==> config.mk <==
export PLATFORM = sky130hd
export DESIGN_NAME = shifter
export DESIGN_NICKNAME = d
export VERILOG_FILES = /design/src/rtl/shifter.sv
export SDC_FILE = /design/constraint.sdc
export NUM_CORES = 1
export LEC_CHECK = 0
export BUFFER_PORTS_ARGS = -buffer_cell sky130_fd_sc_hd__buf_2
export CAP_MARGIN = 10
export CORE_MARGIN = 5
export CORE_UTILIZATION = 55
export CTS_CLUSTER_DIAMETER = 120
export DETAILED_ROUTE_END_ITERATION = 7
export PLACE_DENSITY = 0.78
export SYNTH_ARGS = -nofsm -noshare
export SYNTH_HDL_FRONTEND = slang
export SYNTH_SLANG_ARGS = --single-unit
==> constraint.sdc <==
create_clock -name clk -period 1.85 [get_ports clk]
set_input_delay 0.0925 -clock clk [delete_from_list [all_inputs] [get_ports clk]]
set_output_delay 0.0925 -clock clk [all_outputs]
set_load 0.03 [all_outputs]
==> src/rtl/shifter.sv <==
// shifter: registered 32-bit SLL/SRL/SRA barrel shifter; type=11 rotates right when SHIFTER_ROR_EN is defined, else passes a through
module shifter #(
  parameter int WIDTH   = 32,
  parameter int SHAMT_W = $clog2(WIDTH)
) (
  input  logic               clk,
  input  logic               rst_n,
  input  logic               in_valid,
  input  logic [WIDTH-1:0]   a,
  input  logic [SHAMT_W-1:0] shamt,
  input  logic [1:0]         op_type,
  output logic [WIDTH-1:0]   r,
  output logic               out_valid
);
  function automatic logic [WIDTH-1:0] rev(input logic [WIDTH-1:0] v);
    for (int j = 0; j < WIDTH; j++) rev[j] = v[WIDTH-1-j];
  endfunction
  logic [WIDTH-1:0] stg [0:SHAMT_W];
  logic             sign;
  logic [WIDTH-1:0] res;
  assign sign   = (op_type == 2'b10) & a[WIDTH-1];
  assign stg[0] = (op_type == 2'b00) ? rev(a) : a;
  for (genvar i = 0; i < SHAMT_W; i++) begin : g_stage
    localparam int S = 1 << i;
    logic [S-1:0] fill;
`ifdef SHIFTER_ROR_EN
    assign fill = (op_type == 2'b11) ? stg[i][S-1:0] : {S{sign}};
`else
    assign fill = {S{sign}};
`endif
    assign stg[i+1] = shamt[i] ? {fill, stg[i][WIDTH-1:S]} : stg[i];
  end
`ifdef SHIFTER_ROR_EN
  assign res = (op_type == 2'b00) ? rev(stg[SHAMT_W]) : stg[SHAMT_W];
`else
  assign res = (op_type == 2'b00) ? rev(stg[SHAMT_W]) : (op_type == 2'b11) ? a : stg[SHAMT_W];
`endif
  // r only loads on accepted inputs, so idle-cycle X on shamt/op_type never reaches it
  always_ff @(posedge clk or negedge rst_n) begin
    if (!rst_n) begin
      r         <= '0;
      out_valid <= 1'b0;
    end else begin
      out_valid <= in_valid;
      if (in_valid) r <= res;
    end
  end
endmodule

==> impl_metrics.yaml, run 1 <==
route:
  wl_per_cell_um: 28.91
  route.vias.total: 7253
  drt_first_pass_iters: 8
  post_drt_via_cell_ratio: 7.757
  ant_nets: 0
  drt-total-wl_um: 27030
  drc: 0
  drt_iter0_markers: 1257
synthesis:
  yosys.cell_types.count: 72
  synth_top_cells_by_area: "sky130_fd_sc_hd__mux4_2 (19%), sky130_fd_sc_hd__dfrtp_1 (17%), sky130_fd_sc_hd__mux2i_1 (5.5%)"
  syn_area_cell_um2: 8.300
  synth_enable_flop_cells: 0
  top_area_cell_type_share_of_the_netlist_area: 0.1886
  synth_warnings: 0
  syn-cell-area_um2: 4897
  async_flop_share: 1.000
  netlist_instances: 590
  ys_ff_latch: 33
  yosys_most_used_dff: "sky130_fd_sc_hd__dfrtp_1"
  synth_top_cells_by_count: "sky130_fd_sc_hd__nand2_1 (66), sky130_fd_sc_hd__nor2_1 (48), sky130_fd_sc_hd__mux4_2 (41)"
  fraction_of_the_yosys_area_taken_by_sequential_cells: 0.1686
  yosys.cell_count.top_type: "sky130_fd_sc_hd__nand2_1"
  yosys.area.top_type: "sky130_fd_sc_hd__mux4_2"
  synthesis.nets: 632
worst_setup_path:
  timing.critical_path.mode_cell: "sky130_fd_sc_hd__buf_4"
  critical_path.endpoint: "r[21]"
  timing.critical_path.fanout_max: 8
  crit_buf_inv: 4
  r2r_end: "r[15]"
  worstPathRequired_ns: 2.00
  cp-start-kind: "input pin"
  critical-path-slowest-cell: "sky130_fd_sc_hd__mux4_2"
  setup.worst_path.class: "in -> reg"
  r2r_setup_slack_ns: 0.85
  worst_ep_arrival_time_ns: 2.38
  setup.worst_path.end_class: "flop"
  cp_cell_sequence: "buf_8, nor2_4, buf_12, buf_4, mux4_2, a22o_1, o31ai_2, buf_4, nor3_1, a221oi_1, o221ai_1"
  reg2regPathDepth: 4
  source_of_the_worst_register_to_register_timing_path: "r[15]"
  worst-path-stages: 11
  slowest_delay_ns: 0.57
  worst_path_dominant_cell_family: "compound AO/OA/AOI/OAI gates"
  worst_setup_path_startpoint: "op_type[0]"
die:
  initial_core_util: 0.5615
  die_ar_um2: 10890
  core_region_area_um2: 8721
  rows: 34
  fp.dieH_um: 104.4
  top_level_ports: 75
  die_w_um: 104.4
clocking:
  cts_made_buffers: 5
  cts_buffer_depth: 2
  cts.sinks: 33
  cts_tree: "yes"
  clkSlewWorstSetupHoldPaths_ns: 0.07
  clk_latency_ns: 0.29
  clockRootBuffer: "sky130_fd_sc_hd__clkbuf_8"
  cts.htree.levels: 2
power:
  power_density_nw_per_um2: 548.0
  report.power.total_w: 0.004098
  leakage_nw: 3.232
  highest_ir_drop_seen_on_vdd_v: 0.0004599
final_layout:
  nFillCells: 451
  sequential_cell_area_um2: 825.8
  layout-area-overhead-vs-synth_pct: 52.68
  final_net_count: 867
  final_core_util: 0.8574
  area_taken_by_multi_input_logic_gates_um2: 4238
  layout_cells_sized_above_1: 0.5157
place:
  dpl_worst_slack_ns: -0.8399
  numPortBuffers: 74
  post-dp-hpwl_um: 18260
  routability_congestion: 1.114
sta:
  final.setup_skew_ns: 0
  hold_violations: 0
  final.setup.tns_ns: -9.159
  timing_worst_slew_pin_value_ns: 0.7686
  grt_setup_unrepaired: "true"
  slew_violations: 0
  max-slew-margin-rel: 0.4832
  finalCritPeriodShare: 1.208
  setup_viol: 32
  fin_crit_ns: 2.235
  final.setup.worst_slack_ns: -0.3854
  max_freq_mhz: 447.4
outcome:
  outcome: "finished with violations"
  failed_checks: "negative setup slack"
job:
  max_cap_viols: 0
min_path:
  min_path_type: "in -> reg"
global_routing:
  groute.usage.overall: 0.4490
  grt_pass1_vias: 6908
  globalRouteOverflowTotal: 0
  antenna_found_initial: 1
  pin_count_of_the_biggest_net_entering_global_routing: 41
  grt_first_pass_wirelength_um: 38830
-- worst min path at each step --
stage | start | end | slack [ns] | depth (start not counted)
detailed placement | rst_n | r[13] | 0.20 | 1
CTS | in_valid | r[14] | 0.15 | 2
finish | in_valid | r[14] | 0.15 | 2
floorplan | rst_n | out_valid | -0.20 | 0
global route | in_valid | r[14] | 0.17 | 2
global placement | rst_n | r[13] | 0.18 | 1
-- routing by layer --
layer  GRT usage  wire length, um
met5     0.03333                0
met4      0.2886             3092
met3      0.1316             4308
met2      0.6796            11100
met1      0.5518             8530
-- worst reg2reg max path, delay by kind of cell (launching register included) --
family | cells | cell delay, ns
DFF | 1 | 0.41
and+or+nand+nor | 2 | 0.15
AOI/OAI and AO/OA | 2 | 0.32
-- cells by family (layout without fill, tap and decap cells) --
family | Yosys count | in the layout | synth area share
AO/OA/AOI/OAI | 211 | 211 | 0.3010
buffers and inverters | 67 | 303 | 0.05902
flip-flops | 33 | 33 | 0.1686
multiplexers | 85 | 85 | 0.2828
other | 0 | 1 | 0
AND/OR/NAND/NOR | 194 | 194 | 0.1886
-- what timing repair did --
action,in CTS,in global routing
resized for setup,66,67
pin swaps,27,37
hold endpoints to repair,33,0
setup endpoints to repair,32,32
buffers inserted,25,16
gates cloned,1,0
hold buffers,1,0
-- power breakdown --
group	leakage, nW	internal, W	total [W]	switching, W
sequential	0.388	0.000828	0.000900	0.0000720
combinational	2.80	0.00115	0.00266	0.00152
clock	0.0450	0.000261	0.000537	0.000276
-- stage by stage --
stage | cells | cell area (um2) | hold WS (ns)
floorplan | 590 | 4957 | -0.2031
global placement | 889 | 6543 | 0.1807
detailed placement | 889 | 6543 | 0.1986
CTS | 921 | 7114 | 0.1475
global route | 935 | 7477 | 0.1669
finish | 935 | 7477 | 0.1523
-- registers in the layout, summed over array words and instances (netlist names) --
signal     cells
r             32
out_valid      1
-- placed cells by master, fill, tap and decap left out, types with 12 or more instances in the layout --
master,instances
sky130_fd_sc_hd__a21oi_1,32
sky130_fd_sc_hd__buf_2,71
sky130_fd_sc_hd__buf_4,179
sky130_fd_sc_hd__buf_6,22
sky130_fd_sc_hd__dfrtp_1,33
sky130_fd_sc_hd__mux2_2,14
sky130_fd_sc_hd__mux2i_1,21
sky130_fd_sc_hd__mux4_2,41
sky130_fd_sc_hd__nand2_1,63
sky130_fd_sc_hd__nand3_1,12
sky130_fd_sc_hd__nor2_1,42
sky130_fd_sc_hd__nor3_1,16
sky130_fd_sc_hd__o21ai_0,23
-- cell type report --
class                      count  share of cell area
antenna                        1           0.0003347
clock buffer                   6            0.009705
sequential                    33              0.1104
inverter                      11            0.005522
clock inverter                 2            0.001339
multi-input combinational    490              0.5668
timing repair buffer         284              0.2878
tap                          108             0.01807
No activity file was read; power rests on OpenSTA's default activity.
==> inputs of run 2 (changes only) <==
--- a/config.mk
+++ b/config.mk
@@ -7,7 +7,7 @@
 export LEC_CHECK = 0
 export BUFFER_PORTS_ARGS = -buffer_cell sky130_fd_sc_hd__buf_2
 export CAP_MARGIN = 10
-export CORE_MARGIN = 5
+export CORE_MARGIN = 1.5
 export CORE_UTILIZATION = 55
 export CTS_CLUSTER_DIAMETER = 120
 export DETAILED_ROUTE_END_ITERATION = 7
==> run 2 against run 1 <==
  * The run ends with design-rule violations, negative setup slack left
  * Cell area is 2.1% higher
  * Non-clock buffer count decreased by 12
  * Via count fell by 2.3%
  * First-iteration DRC count is 2.7% higher
  * Wire length shrank 2.1%
  * Worst setup slack worse by 0.10 ns
  * Utilization rose by 2.2 points
  * Fmax down 4.4%
  * Flip-flop and latch count unchanged
  * Largest cell class unchanged
  * Highest routed layer unchanged
==> impl_metrics.yaml, run 2 (synthesis results as in run 1) <==
sta:
  finalCritPeriodShare: 1.265
  final.setup.worst_slack_ns: -0.4895
  slew_violations: 0
  final.setup_skew_ns: 0
  grt_setup_unrepaired: "true"
  max-slew-margin-rel: 0.4741
  fin_crit_ns: 2.339
  setup_viol: 32
  max_freq_mhz: 427.4
  timing_worst_slew_pin_value_ns: 0.7888
  hold_violations: 0
worst_setup_path:
  cp-start-kind: "input pin"
  worstPathRequired_ns: 2.03
  worst_path_dominant_cell_family: "multiplexers"
  worst_setup_path_startpoint: "op_type[1]"
  setup.worst_path.class: "in -> reg"
  slowest_delay_ns: 0.54
  worst_ep_arrival_time_ns: 2.52
  timing.critical_path.fanout_max: 8
  cp_cell_sequence: "buf_8, nor2_4, buf_12, buf_12, buf_6, mux4_2, mux4_2, a22oi_2, o311ai_2, o21ai_1, o21ai_1"
  critical-path-slowest-cell: "sky130_fd_sc_hd__mux4_2"
  source_of_the_worst_register_to_register_timing_path: "r[15]"
  setup.worst_path.end_class: "flop"
  crit_buf_inv: 4
clocking:
  cts_buffer_depth: 2
  cts.sinks: 33
  clkSlewWorstSetupHoldPaths_ns: 0.08
  cts.htree.levels: 2
  cts_made_buffers: 5
  clockRootBuffer: "sky130_fd_sc_hd__clkbuf_8"
  clk_latency_ns: 0.30
  cts_tree: "yes"
route:
  sum_of_met2_wire_segment_lengths_after_detailed_routing_um: 11070
  post_drt_via_cell_ratio: 7.683
  ant_nets: 0
  drt-met1-wl_um: 8876
  route.vias.total: 7084
  drc: 37
  route.top_layer_used: "met4"
  wl_per_cell_um: 28.70
  dr_wl_met3_um: 3905
  drt_first_pass_iters: 8
  drt-total-wl_um: 26460
  drt_iter0_markers: 1291
final_layout:
  reg.largest.list: "r (32), out_valid (1)"
  final_net_count: 855
  registers.top_by_ff_count: "r"
  layout-area-overhead-vs-synth_pct: 55.83
  finalInstanceArea_um2: 7631
  number_of_antenna_repair_diodes: 0
  largest_register_ffs: 32
  layout_common_cells: "sky130_fd_sc_hd__buf_4 (171), sky130_fd_sc_hd__buf_2 (71), sky130_fd_sc_hd__nand2_1 (64)"
  nFillCells: 458
  stdcell_count: 922
  most_frequent_standard_cell_in_the_layout_excluding_fill_and_tap_cells: "sky130_fd_sc_hd__buf_4"
  final_core_util: 0.8793
  layout_cells_sized_above_1: 0.5319
power:
  leakage_nw: 3.211
  highest_ir_drop_seen_on_vdd_v: 0.0005251
  power_density_nw_per_um2: 568.2
  report.power.total_w: 0.004336
die:
  top_level_ports: 75
  die_ar_um2: 9479
  fp.dieH_um: 97.36
  die_w_um: 97.36
  rows: 34
  core_region_area_um2: 8678
  initial_core_util: 0.5643
global_routing:
  grt_pass1_vias: 6531
  pin_count_of_the_biggest_net_entering_global_routing: 34
  grt_first_pass_wirelength_um: 36710
  groute.usage.overall: 0.5008
  antenna_found_initial: 0
  globalRouteOverflowTotal: 0
job:
  max_cap_viols: 0
place:
  place_area_um2: 6545
  post-dp-hpwl_um: 17870
  post-place-cells: 886
  routability_congestion: 1.137
  numPortBuffers: 74
min_path:
  min_path_type: "in -> reg"
  hp-start: "a[15]"
outcome:
  failed_checks: "design-rule violations, negative setup slack"
  outcome: "finished with violations"
==> run 2: changes by cell type in the layout (fill, tap and decap cells not counted), sizes merged <==
cell    delta
clkbuf     +2
buf       -13
clkinv     -2
diode      -1
bufinv     +1
==> run 2: per-stage QoR <==
stage | TNS [ns] | hold WS [ns] | setup WS (ns)
6_report | -9.427 | 0.2254 | -0.4895
5_1_grt | -10.65 | 0.2479 | -0.5133
4_1_cts | -8.199 | 0.2245 | -0.3693
3_5_place_dp | -20.08 | 0.2143 | -0.7483
3_3_place_gp | -18.57 | 0.1989 | -0.6834
2_1_floorplan | -3.486 | -0.2031 | -0.2612
==> run 2: final cells by class <==
cell class / instances / area [um2] / share of cell area
clock buffers: 7 / 86.33 / 0.01131
clock inverters: 1 / 30.03 / 0.003935
inverters: 11 / 41.29 / 0.005411
multi-input cells: 490 / 4438 / 0.5816
flip-flops and latches: 33 / 825.8 / 0.1082
well taps: 108 / 135.1 / 0.01771
repair buffers: 272 / 2074 / 0.2718
==> run 2: power by group <==
part | switching (W) | internal (W)
Sequential | 0.0000702 | 0.000827
Clock | 0.000306 | 0.000440
Combinational | 0.00154 | 0.00116
Total | 0.00191 | 0.00242
==> run 2: layer usage <==
layer,vias up,track usage
li1,2772,-
met1,3255,0.6475
met2,785,0.7772
met3,272,0.1187
met4,0,0.2692
met5,-,0
==> run 2: worst reg2reg max path, stage by stage (launching register included) <==
cell,delay [ns]
sky130_fd_sc_hd__dfrtp_1,0.41
sky130_fd_sc_hd__nor2_1,0.09
sky130_fd_sc_hd__nor2_1,0.05
sky130_fd_sc_hd__a222oi_1,0.22
sky130_fd_sc_hd__o21ai_1,0.10
==> run 2: path summary, 6_finish.rpt <==
| check | cells after the start | to | slack, ns |
|---|---|---|---|
| setup reg to reg | 4 | r[15] | 0.85 |
| min in group asynchronous | 2 | r[15] | 0.40 |
| hold / removal | 4 | r[15] | 0.23 |
| setup / recovery | 11 | r[31] | -0.49 |
| hold reg to reg | 1 | r[26] | 0.49 |
| max in group asynchronous | 2 | r[28] | 0.93 |
==> run 2: timing repair <==
item	in CTS	in global routing
hold buffers	1	0
hold endpoints to repair	33	0
setup buffers	9	21
cloned	1	1
setup endpoints to repair	32	32
resized for setup	61	85
pin swaps	18	37
==> inputs of run 3 (changes only) <==
--- a/config.mk
+++ b/config.mk
@@ -5,6 +5,7 @@
 export SDC_FILE = /design/constraint.sdc
 export NUM_CORES = 1
 export LEC_CHECK = 0
+export ABC_AREA = 1
 export BUFFER_PORTS_ARGS = -buffer_cell sky130_fd_sc_hd__buf_2
 export CAP_MARGIN = 10
 export CORE_MARGIN = 1.5
==> run 3 against run 2 <==
  * The run now ends clean
  * Clock skew stayed put
  * Via count fell by 11%
  * Area after synthesis down 6.3%
  * Synthesized cell count grew 50%
  * Largest power group unchanged
==> impl_metrics.yaml, run 3 <==
final_layout:
  nFillCells: 878
  most_frequent_standard_cell_in_the_layout_excluding_fill_and_tap_cells: "sky130_fd_sc_hd__nand2_1"
  layout-area-overhead-vs-synth_pct: 12.65
  registers.top_by_ff_count: "r"
  stdcell_count: 1032
  final_net_count: 968
  finalInstanceArea_um2: 5171
  layout_cells_sized_above_1: 0.1294
  reg.largest.list: "r (32), out_valid (1)"
  layout_common_cells: "sky130_fd_sc_hd__nand2_1 (350), sky130_fd_sc_hd__nand3_1 (300), sky130_fd_sc_hd__buf_2 (74)"
  number_of_antenna_repair_diodes: 0
  largest_register_ffs: 32
die:
  die_ar_um2: 8904
  core_region_area_um2: 8134
  fp.dieH_um: 94.36
  initial_core_util: 0.5644
  rows: 33
  die_w_um: 94.36
  top_level_ports: 75
global_routing:
  antenna_found_initial: 0
  grt_pass1_vias: 5597
  grt_first_pass_wirelength_um: 28220
  groute.usage.overall: 0.4132
  globalRouteOverflowTotal: 0
  pin_count_of_the_biggest_net_entering_global_routing: 42
clocking:
  clk_latency_ns: 0.29
  setup_repair_bufs_after_cts: 0
  cts_resized: 0
  cts_buffer_depth: 2
  cts_tree: "yes"
  clockRootBuffer: "sky130_fd_sc_hd__clkbuf_8"
  cts.htree.levels: 2
  cts.sinks: 33
  clkSlewWorstSetupHoldPaths_ns: 0.07
  cts_made_buffers: 5
route:
  drt_first_pass_iters: 6
  drt_iter0_markers: 867
  post_drt_via_cell_ratio: 6.108
  drt-total-wl_um: 17920
  drc: 0
  wl_per_cell_um: 17.37
  route.vias.total: 6303
  ant_nets: 0
sta:
  max-slew-margin-rel: 0.4079
  finalCritPeriodShare: 0.8524
  setup_viol: 0
  grt_setup_unrepaired: "false"
  hold-worst-slack_ns: 0.1775
  timing_worst_slew_pin_value_ns: 0.8849
  final.setup.tns_ns: 0
  max_freq_mhz: 634.1
  fin_crit_ns: 1.577
  hold_violations: 0
  final.setup_skew_ns: 0
  slew_violations: 0
synthesis:
  syn-cell-area_um2: 4591
  yosys.cell_count.top_type: "sky130_fd_sc_hd__nand2_1"
  yosys.area.top_type: "sky130_fd_sc_hd__nand3_1"
  yosys_most_used_dff: "sky130_fd_sc_hd__dfrtp_1"
  synth_enable_flop_cells: 0
  async_flop_share: 1.000
  synth_top_cells_by_area: "sky130_fd_sc_hd__nand3_1 (33%), sky130_fd_sc_hd__nand2_1 (29%), sky130_fd_sc_hd__dfrtp_1 (18%)"
  ys_ff_latch: 33
  synth_warnings: 0
  syn_area_cell_um2: 5.199
  synthesis.nets: 925
  fraction_of_the_yosys_area_taken_by_sequential_cells: 0.1799
  top_area_cell_type_share_of_the_netlist_area: 0.3271
  netlist_instances: 883
  synth_top_cells_by_count: "sky130_fd_sc_hd__nand2_1 (350), sky130_fd_sc_hd__nand3_1 (300), sky130_fd_sc_hd__inv_1 (65)"
  yosys.cell_types.count: 21
job:
  max_cap_viols: 0
power:
  leakage_nw: 3.060
  power_density_nw_per_um2: 580.9
  highest_ir_drop_seen_on_vdd_v: 0.0004939
  report.power.total_w: 0.003004
worst_setup_path:
  setup.worst_path.class: "in -> reg"
  crit_buf_inv: 2
  critical-path-slowest-cell: "sky130_fd_sc_hd__buf_12"
  worst_ep_arrival_time_ns: 1.76
  setup.worst_path.end_class: "flop"
  cp_cell_sequence: "buf_2, nor2_4, buf_12, nand2_1, nand3_1, nand3_1, nand3_1, nand2_1, nand2_1, nand2_1, nand2_1, nand2_1, nand2_1, nand2_1, nand2_1, nand2_1"
  cp-start-kind: "input pin"
  worst_path_dominant_cell_family: "simple AND/OR/NAND/NOR gates"
  slowest_delay_ns: 0.19
  timing.critical_path.mode_cell: "sky130_fd_sc_hd__nand2_1"
  timing.critical_path.fanout_max: 25
  worstPathRequired_ns: 2.03
outcome:
  outcome: "finished clean"
place:
  place_area_um2: 5079
  post-place-cells: 1023
  post-dp-hpwl_um: 13440
  routability_congestion: 1.087
  numPortBuffers: 74
min_path:
  min_path_type: "in -> reg"
-- run 3: cell count changes after synthesis, moves of 21 or more --
| cell | change |
|---|---|
| sky130_fd_sc_hd__nor2_1 | -36 |
| sky130_fd_sc_hd__a21oi_1 | -26 |
| sky130_fd_sc_hd__buf_2 | +21 |
| sky130_fd_sc_hd__mux2i_1 | -27 |
| sky130_fd_sc_hd__nand2_1 | +284 |
| sky130_fd_sc_hd__inv_1 | +55 |
| sky130_fd_sc_hd__nand3_1 | +287 |
| sky130_fd_sc_hd__mux4_2 | -41 |
-- run 3: cell families after synthesis --
kind of cell,Yosys count,synth area share
simple gates,672,0.6421
buf+inv,134,0.1284
compound gates,44,0.04960
flops,33,0.1799
-- run 3: layout make-up --
class / instances / area [um2] / area share
multi-input cells: 716 / 3176 / 0.6141
clock inverters: 2 / 10.01 / 0.001936
clock buffers: 6 / 72.57 / 0.01403
flip-flops and latches: 33 / 825.8 / 0.1597
repair buffers: 100 / 693.2 / 0.1340
inverters: 70 / 262.8 / 0.05081
well taps: 105 / 131.4 / 0.02541
-- run 3: metal layers --
metal  vias up  global-route usage  part of all wire
li1       2963                   -                 -
met1      2840              0.5503              0.40
met2       421              0.6457              0.44
met3        79             0.06602              0.11
met4         0              0.2077             0.053
met5         -                   0                 0
-- run 3: what timing repair did --
action | 4_1_cts | 5_1_grt
setup endpoints to repair | 0 | 0
hold buffers | 1 | 0
hold endpoints to repair | 33 | 0
-- run 3: worst paths after layout --
kind / from / to / slack (ns) / depth (start not counted)
worst max-delay path: op_type[1] / r[24] / 0.27 / 16
worst min register to register: r[15] / r[15] / 0.48 / 2
min in group asynchronous: rst_n / out_valid / 0.39 / 2
max in group asynchronous: rst_n / r[25] / 1.00 / 2
worst max register to register: r[30] / r[30] / 1.19 / 2
worst min-delay path: in_valid / out_valid / 0.18 / 2
-- run 3: through the flow --
step                setup WS, ns    util
floorplan                 0.4934       -
global placement         0.06813  0.6244
detailed placement       0.02873  0.6244
CTS                       0.3241  0.6357
global route             0.09994  0.6357
finish                    0.2731  0.6357
-- run 3: power breakdown --
| group | switching [W] | internal (W) |
|---|---|---|
| Clock | 0.000282 | 0.000261 |
| Sequential | 0.0000545 | 0.000820 |
| Combinational | 0.00110 | 0.000486 |
-- run 3: worst reg2reg max path, cell delays in order, from the launching register on --
cell and delay (ns):
sky130_fd_sc_hd__dfrtp_1 0.41, sky130_fd_sc_hd__nand2_1 0.08, sky130_fd_sc_hd__nand2_1 0.06
